[config.mk]
export PLATFORM = sky130hd
export DESIGN_NAME = outerprodrc_tile
export DESIGN_NICKNAME = d
export VERILOG_FILES = /design/src/rtl/outerprodrc_tile.sv
export SDC_FILE = /design/constraint.sdc
export NUM_CORES = 1
export LEC_CHECK = 0
export BUFFER_PORTS_ARGS = -buffer_cell sky130_fd_sc_hd__buf_2
export CAP_MARGIN = 20
export CELL_PAD_IN_SITES_DETAIL_PLACEMENT = 0
export CELL_PAD_IN_SITES_GLOBAL_PLACEMENT = 2
export CORE_UTILIZATION = 40
export CTS_BUF_LIST = sky130_fd_sc_hd__clkbuf_16
export DETAILED_ROUTE_END_ITERATION = 16
export GPL_ROUTABILITY_DRIVEN = 0
export PLACE_DENSITY_LB_ADDON = 0.1
export SYNTH_ARGS = -nofsm -noshare
export SYNTH_HDL_FRONTEND = slang
export SYNTH_SLANG_ARGS = --single-unit
[constraint.sdc]
create_clock -name iClk -period 13.68 [get_ports iClk]
set_clock_uncertainty 0.05 [all_clocks]
set_input_delay 2.736 -clock iClk [delete_from_list [all_inputs] [get_ports iClk]]
set_output_delay 2.736 -clock iClk [all_outputs]
set_load 0.1 [all_outputs]
[src/rtl/outerprodrc_tile.sv]
// outerprodrc_tile: self-sequencing rate-coded outer-product GEMM tile.
// Unary row/column streams, signed per-cycle reduction, saturating accumulators.
module outerprodrc_tile #(
  parameter int ROWNUM      = 2,
  parameter int COLNUM      = 2,
  parameter int HIDDEN      = 2,
  parameter int BITWIDTH    = 4,
  parameter int OUTBITWIDTH = 8
) (
  input  logic                                 iClk,
  input  logic                                 iRstN,
  input  logic                                 iEn,
  input  logic                                 iClr,
  input  logic                                 iStart,
  input  logic                                 iAcc,
  input  logic [HIDDEN*ROWNUM*BITWIDTH-1:0]    iData0,
  input  logic [HIDDEN*COLNUM*BITWIDTH-1:0]    iData1,
  output logic                                 oBusy,
  output logic                                 oDone,
  output logic [ROWNUM*COLNUM*OUTBITWIDTH-1:0] oData
);

  localparam int CW = BITWIDTH - 1;
  localparam int OW = OUTBITWIDTH;
  localparam logic [OW-1:0] ONE  = OW'(1);
  localparam logic [OW-1:0] SMAX = {1'b0, {(OW-1){1'b1}}};
  localparam logic [OW-1:0] SMIN = {1'b1, {(OW-1){1'b0}}};

  typedef enum logic [1:0] {
    S_IDLE,
    S_RUN,
    S_DONE
  } state_e;

  state_e                               state_q;
  logic [CW-1:0]                        cnt_q;
  logic [HIDDEN*ROWNUM*BITWIDTH-1:0]    a_q;
  logic [HIDDEN*COLNUM*BITWIDTH-1:0]    b_q;
  logic                                 busy_q;
  logic                                 done_q;
  logic [ROWNUM*COLNUM*OW-1:0]          acc_q;
  logic [ROWNUM*COLNUM*OW-1:0]          acc_d;

  logic          start;
  logic          step;
  logic [CW-1:0] rev;
  logic [BITWIDTH-1:0] ea;
  logic [BITWIDTH-1:0] eb;
  logic [OW-1:0] delta;
  logic [OW-1:0] cur;
  logic [OW-1:0] sum;
  logic [OW:0]   wide;

  // Magnitude; the most-negative code clamps to L-1 so it fits CW bits.
  function automatic logic [CW-1:0] mag(input logic [BITWIDTH-1:0] x);
    logic [BITWIDTH-1:0] n;
    n = ~x + BITWIDTH'(1);
    if (!x[BITWIDTH-1]) return x[CW-1:0];
    if (n[BITWIDTH-1]) return {CW{1'b1}};
    return n[CW-1:0];
  endfunction

  function automatic logic [CW-1:0] bitrev(input logic [CW-1:0] x);
    logic [CW-1:0] y;
    for (int k = 0; k < CW; k++) y[k] = x[CW-1-k];
    return y;
  endfunction

  assign start = (state_q == S_IDLE) && iStart;
  assign step  = (state_q == S_RUN) && iEn;

  // Control FSM: operand latch, window counter and registered status.
  always_ff @(posedge iClk or negedge iRstN) begin
    if (!iRstN) begin
      state_q <= S_IDLE;
      cnt_q   <= '0;
      a_q     <= '0;
      b_q     <= '0;
      busy_q  <= 1'b0;
      done_q  <= 1'b0;
    end else if (iClr) begin
      state_q <= S_IDLE;
      cnt_q   <= '0;
      busy_q  <= 1'b0;
      done_q  <= 1'b0;
    end else begin
      unique case (state_q)
        S_IDLE: begin
          done_q <= 1'b0;
          if (iStart) begin
            a_q     <= iData0;
            b_q     <= iData1;
            cnt_q   <= '0;
            busy_q  <= 1'b1;
            state_q <= S_RUN;
          end
        end
        S_RUN: begin
          if (iEn) begin
            cnt_q <= cnt_q + CW'(1);
            if (cnt_q == {CW{1'b1}}) begin
              state_q <= S_DONE;
              done_q  <= 1'b1;
            end
          end
        end
        S_DONE: begin
          state_q <= S_IDLE;
          busy_q  <= 1'b0;
          done_q  <= 1'b0;
        end
        default: begin
          state_q <= S_IDLE;
          busy_q  <= 1'b0;
          done_q  <= 1'b0;
        end
      endcase
    end
  end

  // Per-cycle signed reduction across HIDDEN and saturating add.
  always_comb begin
    acc_d = acc_q;
    rev   = bitrev(cnt_q);
    ea    = '0;
    eb    = '0;
    delta = '0;
    cur   = '0;
    sum   = '0;
    wide  = '0;
    for (int r = 0; r < ROWNUM; r++) begin
      for (int c = 0; c < COLNUM; c++) begin
        delta = '0;
        for (int h = 0; h < HIDDEN; h++) begin
          ea = a_q[(h*ROWNUM+r)*BITWIDTH +: BITWIDTH];
          eb = b_q[(h*COLNUM+c)*BITWIDTH +: BITWIDTH];
          if ((mag(ea) > cnt_q) && (mag(eb) > rev)) begin
            if (ea[BITWIDTH-1] ^ eb[BITWIDTH-1])
              delta = delta - ONE;
            else
              delta = delta + ONE;
          end
        end
        cur  = acc_q[(r*COLNUM+c)*OW +: OW];
        wide = {cur[OW-1], cur} + {delta[OW-1], delta};
        if (wide[OW] != wide[OW-1])
          sum = wide[OW] ? SMIN : SMAX;
        else
          sum = wide[OW-1:0];
        acc_d[(r*COLNUM+c)*OW +: OW] = sum;
      end
    end
  end

  // Accumulators: clear, zero-on-start, or step while running.
  always_ff @(posedge iClk or negedge iRstN) begin
    if (!iRstN)
      acc_q <= '0;
    else if (iClr)
      acc_q <= '0;
    else if (start && !iAcc)
      acc_q <= '0;
    else if (step)
      acc_q <= acc_d;
  end

  assign oBusy = busy_q;
  assign oDone = done_q;
  assign oData = acc_q;

endmodule

==> results.json, run 1 <==
{
  "outcome": "finished clean",
  "slew_viol_final": 0,
  "synth_fp_nets": 791,
  "drtIter0Drc": 259,
  "relSlewSlack_pct": 27.2,
  "instances_no_fill": 911,
  "fmax_ghz": 0.154,
  "wl_per_cell_um": 16.5,
  "num_rows": 44,
  "critPathMaxStageDelay_ps": 460,
  "async_flop_share_pct": 100,
  "hold_path_depth": 2,
  "fp.dieH_um": 125,
  "initial_core_util_pct": 41.5,
  "synthTopCellsByCount": "ha_1, dfrtp_1, inv_1, nand2_1, o21ai_1",
  "grtUsageMet1_pct": 28.1,
  "whs_ps": 461,
  "min_to": "oData[23]",
  "cts_resized": 0,
  "antenna_left": 0,
  "setup_tns_ps": 0,
  "crit_required_ps": 13850,
  "worstPathArrival_ps": 6660,
  "drt_first_pass_iters": 6,
  "vias": 5071,
  "crit_type": "reg2reg",
  "drv_cap": 0,
  "synth_edf_count": 0,
  "synth_top_area_cell": "dfrtp_1",
  "slowest_stage": "nor3_1",
  "cts_setup_buffers": 0,
  "die_x_um": 125,
  "antenna_found_initial": 0,
  "grt_first_pass_wirelength_um": 25400,
  "netlist_instances": 662,
  "rr_startpoint": "a_q[5]",
  "cts_tree": "done",
  "drt_wl_total_um": 15000,
  "cts_buffer_depth": 2,
  "yosysMostFrequentCell": "ha_1",
  "cts.sinks": 71,
  "grt_usage_pct": 20.3,
  "grt_use_met2_pct": 32.7,
  "nNetsFinal": 853,
  "post_synth_main_area_contributors": "dfrtp_1, ha_1, fa_1",
  "cts-root-buf": "clkbuf_16",
  "synthDistinctLibCells": 53,
  "h-tree-depth": 3,
  "ys_seq_area_share_pct": 29.3,
  "hold_viol_final": 0,
  "netlist_area_um2": 6070,
  "met3_usage_pct": 2.61,
  "crit_fanout": 9,
  "path_clk_slew_ps": 60,
  "num_io_pins": 72,
  "dieArea_um2": 15700,
  "cts-buffers-inserted": 9,
  "hold_start": "oData[23]",
  "antenna_cells": 0,
  "synth_flop_cell": "dfrtp_1",
  "min_period_over_period_pct": 47.5,
  "core_region_area_um2": 14600,
  "pre_cts_slack_ps": 7200,
  "clock_latency_ps": 330,
  "setup_violations": 0,
  "yosysWarnings": 0,
  "dp_hpwl_um": 11300,
  "fin_crit_ps": 6490,
  "rsz0062_at_grt": "false",
  "routed_via_density": 5.57,
  "timing.final.ws_setup_ps": 7190,
  "grt-ovfl-total": 0,
  "grt_pass1_vias": 5071,
  "hold_buffers": 0,
  "syn_avg_cell_area_um2": 9.17,
  "crit_chain": "inv_1, ha_1, o21ai_0, o21ai_0, ha_1, nor2b_1, o21a_1, o21ai_1, nor3_1, inv_1, fa_1, inv_1, fa_1, mux2_1, ha_1, a21oi_1, o21ai_1, a311o_1, xor2_1, ha_1, and2_1, o2111ai_1, o211ai_1, a22o_1",
  "cp_common_cell": "ha_1",
  "crit_path_end_kind": "flip-flop",
  "r2r_cells": 24,
  "r2r_setup_slack_ps": 7190,
  "drc": 0,
  "worstMarginPinSlew_ps": 1090,
  "rr_endpoint": "oData[19]",
  "synth_seq_cells": 71,
  "grt_max_degree": 72,
  "critPathLaunchType": "flip-flop",
  "port_buffers": 71,
  "crit_start": "a_q[5]",
  "min_path_type": "reg2reg",
  "drive_above_1_share_pct": 13.2,
  "netlist.area_leader.share_pct": 29.3,
  "area_delta_synth_final_pct": 13.2,
  "dp.cells": 897,
  "top_usage_layer": "met2"
}
-- worst max-delay path by stage --
stage,endpoint,slack [ps],cells past startpoint
2_1_floorplan,oData[19],7970,25
3_5_place_dp,oData[19],7200,24
4_1_cts,oData[19],7170,24
5_1_grt,oData[21],6680,24
3_3_place_gp,oData[19],7320,24
6_report,oData[19],7190,24
-- placed cells by master, fill, tap and decap left out, types with 5 or more instances in the layout --
master / count
nor2b_1: 15
a32oi_1: 7
a22o_1: 14
nor3_1: 19
xnor2_1: 19
o21ai_1: 41
xor2_1: 11
nand2_1: 49
dfrtp_1: 71
o21ai_0: 30
a31oi_1: 9
clkbuf_16: 9
buf_4: 5
o21a_1: 17
mux2_1: 28
nor2_1: 19
ha_1: 75
buf_2: 70
a21oi_1: 31
or3_1: 5
fa_1: 16
nand3_1: 10
o311ai_1: 6
a21o_1: 8
o211ai_1: 5
o22ai_1: 12
inv_1: 67
-- metal layers --
metal	part of all wire, %	wire [um]	vias to the layer above
li1	-	-	2512
met1	50	7480	2464
met2	46	6890	81
met3	2.9	429	14
met4	1.5	227	0
met5	0	0	-
-- worst max-delay path: cells and delay by family (launching register included) --
kind	cells	cell delay, ps
DFF	1	390
adders and majority gates	6	2170
muxes	1	380
and+or+nand+nor	3	810
xor gates and xnor gates	1	160
buffers and inverters	3	380
AOI/OAI and AO/OA	10	2030
-- sequential cells by signal (all words and copies together) (netlist names) --
name,cells
oDone,1
a_q,16
oData,32
state_q,2
cnt_q,3
b_q,16
oBusy,1
-- per-stage QoR --
step                util (%)  cell area [um^2]
global placement        45.1              6600
global route            46.9              6870
floorplan                  -              6070
CTS                     46.9              6870
finish                  46.9              6870
detailed placement      45.1              6600
-- kinds of logic after synthesis --
kind of cell,after synthesis,share of synthesized area (%)
flops,71,29.3
simple gates,144,12.1
buf+inv,89,5.63
compound gates,205,22.1
mux,32,5.85
xor+xnor,30,4.33
fa+ha+maj,91,20.7
-- cell type report --
type                       count  area, um^2
multi-input combinational    502        3970
sequential                    71        1780
inverter                      65         244
clock buffer                   9         225
clock inverter                 5        45.0
fill                        1458        7770
tap                          184         230
timing repair buffer          75         388
Power of run 1 is not shown: default switching activity piles up to over one toggle a cycle in this logic, so the estimate is an artifact.
==> run 2: changes to the inputs <==
- ABC_AREA: not set -> 1
- CORE_UTILIZATION: 40 -> 31
- clock period: 13.68 -> 5.25 ns (I/O delays scaled with it)
==> results.json, run 2 <==
{
  "fmax_ghz": 0.206,
  "setup_violations": 0,
  "crit_required_ps": 5430,
  "vias": 5314,
  "fp.dieH_um": 142,
  "clock_latency_ps": 340,
  "cts_buffer_depth": 2,
  "num_io_pins": 72,
  "relSlewSlack_pct": 34.9,
  "async_flop_share_pct": 100,
  "rr_startpoint": "b_q[4]",
  "netlist.area_leader.share_pct": 29.2,
  "min_period_over_period_pct": 92.3,
  "synth_fp_nets": 942,
  "cts_tree": "done",
  "initial_core_util_pct": 32.1,
  "drt_wl_total_um": 15300,
  "yosysWarnings": 0,
  "syn_avg_cell_area_um2": 7.48,
  "grt_pass1_vias": 5144,
  "antenna_found_initial": 0,
  "netlist_area_um2": 6080,
  "rsz0062_at_grt": "true",
  "synth_flop_cell": "dfrtp_1",
  "h-tree-depth": 3,
  "num_rows": 50,
  "wl_per_cell_um": 13.2,
  "hold_buffers": 0,
  "r2r_cells": 28,
  "grt_usage_pct": 16.1,
  "die_x_um": 142,
  "hold_path_depth": 2,
  "drc": 0,
  "cts-buffers-inserted": 9,
  "dp_hpwl_um": 11700,
  "grt-ovfl-total": 0,
  "path_clk_slew_ps": 60,
  "cts-root-buf": "clkbuf_16",
  "crit_fanout": 6,
  "min_path_type": "reg2reg",
  "cp_common_cell": "nand2_1",
  "cts.sinks": 71,
  "pre_cts_slack_ps": 151,
  "final_common_cell": "nand2_1",
  "r2r_setup_slack_ps": 410,
  "worstPathArrival_ps": 5030,
  "slowest_stage": "fa_1",
  "dieArea_um2": 20200,
  "fin_crit_ps": 4840,
  "ys_seq_area_share_pct": 29.2,
  "routed_via_density": 4.60,
  "fillers": 1998,
  "synth_top_area_cell": "dfrtp_1",
  "antenna_left": 0,
  "area_delta_synth_final_pct": 18.5,
  "antenna_cells": 0,
  "crit_path_end_kind": "flip-flop",
  "final_cell_mix": "nand2_1, inv_1, nor2_1, ha_1, dfrtp_1",
  "port_buffers": 71,
  "core_region_area_um2": 19000,
  "hold_start": "oData[11]",
  "worstMarginPinSlew_ps": 976,
  "hold_viol_final": 0,
  "synthDistinctLibCells": 35,
  "crit_type": "reg2reg",
  "drv_cap": 0,
  "synth_seq_cells": 71,
  "nNetsFinal": 1020,
  "netlist_instances": 813,
  "setup_tns_ps": 0,
  "synthTopCellsByCount": "nand2_1, inv_1, ha_1, nor2_1, dfrtp_1",
  "dp.cells": 1138,
  "timing.final.ws_setup_ps": 407,
  "drive_above_1_share_pct": 15.6,
  "slew_viol_final": 0,
  "rr_endpoint": "oData[8]",
  "drtIter0Drc": 169,
  "critPathMaxStageDelay_ps": 410,
  "outcome": "finished clean",
  "instances_no_fill": 1156,
  "largest_register_ffs": 32,
  "yosysMostFrequentCell": "nand2_1",
  "grt_first_pass_wirelength_um": 25500,
  "min_to": "oData[11]",
  "grt_max_degree": 72,
  "synth_edf_count": 0,
  "post_synth_main_area_contributors": "dfrtp_1, ha_1, nand2_1",
  "drt_first_pass_iters": 5,
  "critPathLaunchType": "flip-flop"
}
-- run 2: cell count changes in the layout (fill, tap and decap cells not counted), sizes merged, moves of 15 or more --
cell	delta
o21ai	-44
a21oi	+26
nand2	+155
inv	+48
nor2b	-15
mux2	-18
nand3	+46
o21a	-17
nor2	+55
-- run 2: area by class of cell --
type	instances	area, um^2	share of cell area [%]
well taps	260	325	4.51
clock inverters	7	111	1.55
inverters	116	438	6.08
flip-flops and latches	71	1780	24.7
repair buffers	80	438	6.08
multi-input cells	613	3890	54.0
clock buffers	9	225	3.13
-- run 2: stage by stage --
stage          area, um^2  util, %  hold WS [ps]
2_1_floorplan        6080        -           471
3_3_place_gp         6760     35.7           441
3_5_place_dp         6760     35.7           447
4_1_cts              7100     37.5           464
5_1_grt              7210     38.0           503
6_report             7210     38.0           462
-- run 2: worst max-delay path: cells and delay by family (launching register included) --
kind	cells	cell delay (ps)
xor gates and xnor gates	1	210
and+or+nand+nor	19	1910
buffers and inverters	1	80
AOI/OAI and AO/OA	2	240
adders and majority gates	5	1840
DFF	1	400
-- run 2: kinds of logic (layout without fill, tap and decap cells) --
logic type / count (synthesis) / in the layout / share of synthesized area (%)
AND/OR/NAND/NOR: 387 / 387 / 27.3
buffers and inverters: 129 / 212 / 8.29
AO/OA/AOI/OAI: 103 / 103 / 9.54
adder cells (fa/ha/maj): 91 / 91 / 20.7
flip-flops: 71 / 71 / 29.2
XOR/XNOR: 22 / 22 / 3.17
multiplexers: 10 / 10 / 1.85
-- run 2: what timing repair did --
item	CTS	global route
buffers inserted	0	1
setup endpoints to repair	0	28
endpoints found under the hold margin	0	0
gates resized for setup	0	19
-- run 2: how the worst max path moves through the flow --
stage | from | end | slack [ps] | cells after the start
2_1_floorplan | b_q[4] | oData[8] | 680 | 25
3_3_place_gp | b_q[4] | oData[10] | 240 | 29
3_5_place_dp | b_q[4] | oData[10] | 150 | 29
4_1_cts | b_q[4] | oData[10] | 130 | 29
5_1_grt | a_q[0] | oData[8] | -6 | 29
6_report | b_q[4] | oData[8] | 410 | 28
-- run 2: metal layers --
| metal | vias to the layer above | wire length, um | global-route usage, % |
|---|---|---|---|
| li1 | 2796 | - | - |
| met1 | 2438 | 7530 | 21.0 |
| met2 | 69 | 7170 | 27.5 |
| met3 | 11 | 345 | 2.29 |
| met4 | 0 | 211 | 5.26 |
| met5 | - | 0 | 0 |
Power of run 2 is left out for the same reason.
==> run 3: changes to the inputs <==
- PLACE_DENSITY_LB_ADDON: 0.1 -> 0.25
==> results.json, run 3 (synthesis gave the netlist of run 2 again) <==
{
  "outcome": "finished clean",
  "drv_cap": 0,
  "slew_viol_final": 0,
  "fillers": 2057,
  "grt_max_degree": 57,
  "antenna_cells": 0,
  "cts_tree": "done",
  "hold_viol_final": 0,
  "fp.dieH_um": 142,
  "drtIter0Drc": 184,
  "num_rows": 50,
  "dieArea_um2": 20200,
  "routed_via_density": 4.54,
  "critPathLaunchType": "flip-flop",
  "h-tree-depth": 3,
  "drive_above_1_share_pct": 16.1,
  "min_period_over_period_pct": 92.5,
  "area_delta_synth_final_pct": 18.1,
  "worstMarginPinSlew_ps": 617,
  "port_buffers": 71,
  "fmax_ghz": 0.206,
  "drt_wl_total_um": 14700,
  "timing.final.ws_setup_ps": 396,
  "cts-buffers-inserted": 9,
  "final_cell_mix": "nand2_1, inv_1, ha_1, nor2_1, dfrtp_1",
  "pre_cts_slack_ps": 158,
  "fin_crit_ps": 4850,
  "cts-root-buf": "clkbuf_16",
  "hold_buffers": 0,
  "min_path_type": "reg2reg",
  "die_x_um": 142,
  "crit_required_ps": 5440,
  "regArea_um2": 1780,
  "relSlewSlack_pct": 58.9,
  "path_clk_slew_ps": 60,
  "clock_latency_ps": 350,
  "vias": 5268,
  "cts_buffer_depth": 2,
  "grt-ovfl-total": 0,
  "num_io_pins": 72,
  "antenna_left": 0,
  "cts.sinks": 71,
  "drt_first_pass_iters": 4,
  "whs_ps": 457,
  "antenna_found_initial": 0,
  "wl_per_cell_um": 12.7,
  "worstPathArrival_ps": 5040,
  "final_common_cell": "nand2_1",
  "drc": 0,
  "crit_path_end_kind": "flip-flop",
  "grt_first_pass_wirelength_um": 25100,
  "crit_fanout": 5,
  "setup_violations": 0,
  "dp_hpwl_um": 11600,
  "core_region_area_um2": 19000,
  "grt_usage_pct": 15.8,
  "grt_pass1_vias": 5003,
  "multiInputGateArea_um2": 3890,
  "largest_register_ffs": 32,
  "nNetsFinal": 1026,
  "crit_type": "reg2reg",
  "initial_core_util_pct": 32.1
}
run 3: what timing repair did:
action                                  in CTS  in global routing
buffers inserted                             0                  8
gates resized for setup                      0                 19
endpoints found under the setup margin       0                 22
run 3: layout make-up:
| type | count | area share [%] |
|---|---|---|
| clock inverter | 6 | 0.853 |
| sequential | 71 | 24.7 |
| clock buffer | 9 | 3.13 |
| tap | 260 | 4.53 |
| timing repair buffer | 86 | 6.55 |
| inverter | 116 | 6.09 |
| multi-input combinational | 613 | 54.1 |
run 3: per-layer routing:
| metal | routed length, um | global-route usage (%) | up-vias |
|---|---|---|---|
| li1 | - | - | 2804 |
| met5 | 0 | 0 | - |
| met3 | 416 | 3.80 | 10 |
| met1 | 7380 | 21.1 | 2387 |
| met2 | 6760 | 26.0 | 67 |
| met4 | 153 | 3.23 | 0 |
run 3: per-stage QoR:
stage               util, %  instances  instance area, um^2  TNS, ps
finish                 37.9       1161                 7190        0
global route           37.9       1161                 7190    -58.2
CTS                    37.2       1153                 7050        0
detailed placement     35.7       1138                 6760        0
global placement       35.7       1138                 6760        0
floorplan                 -        813                 6080        0
run 3: path summary, 6_finish.rpt:
check	startpoint	to	slack (ps)	cells past startpoint
worst min register to register	oData[30]	oData[30]	460	2
worst max-delay path	b_q[0]	oData[0]	400	22
min in group asynchronous	iRstN	a_q[14]	560	1
max in group asynchronous	iRstN	oData[14]	3640	2
worst max register to register	b_q[0]	oData[0]	400	22
worst min-delay path	oData[30]	oData[30]	460	2
run 3: worst max-delay path, cell delays in order, from the launching register on:
cell and delay, ps:
dfrtp_1 370, inv_1 70, ha_1 280, nor3_1 170, a21oi_1 90, ha_1 350, nand3b_1 130, a32oi_4 290
nand3_2 140, fa_1 400, inv_1 80, fa_1 410, nor2_1 120, nor2_1 120, ha_1 380, inv_1 90
o31a_1 310, nand3_1 70, nand2_1 70, ha_1 340, or2_2 280, nand3_1 80, nand2_1 50
Power of run 3 is left out for the same reason.
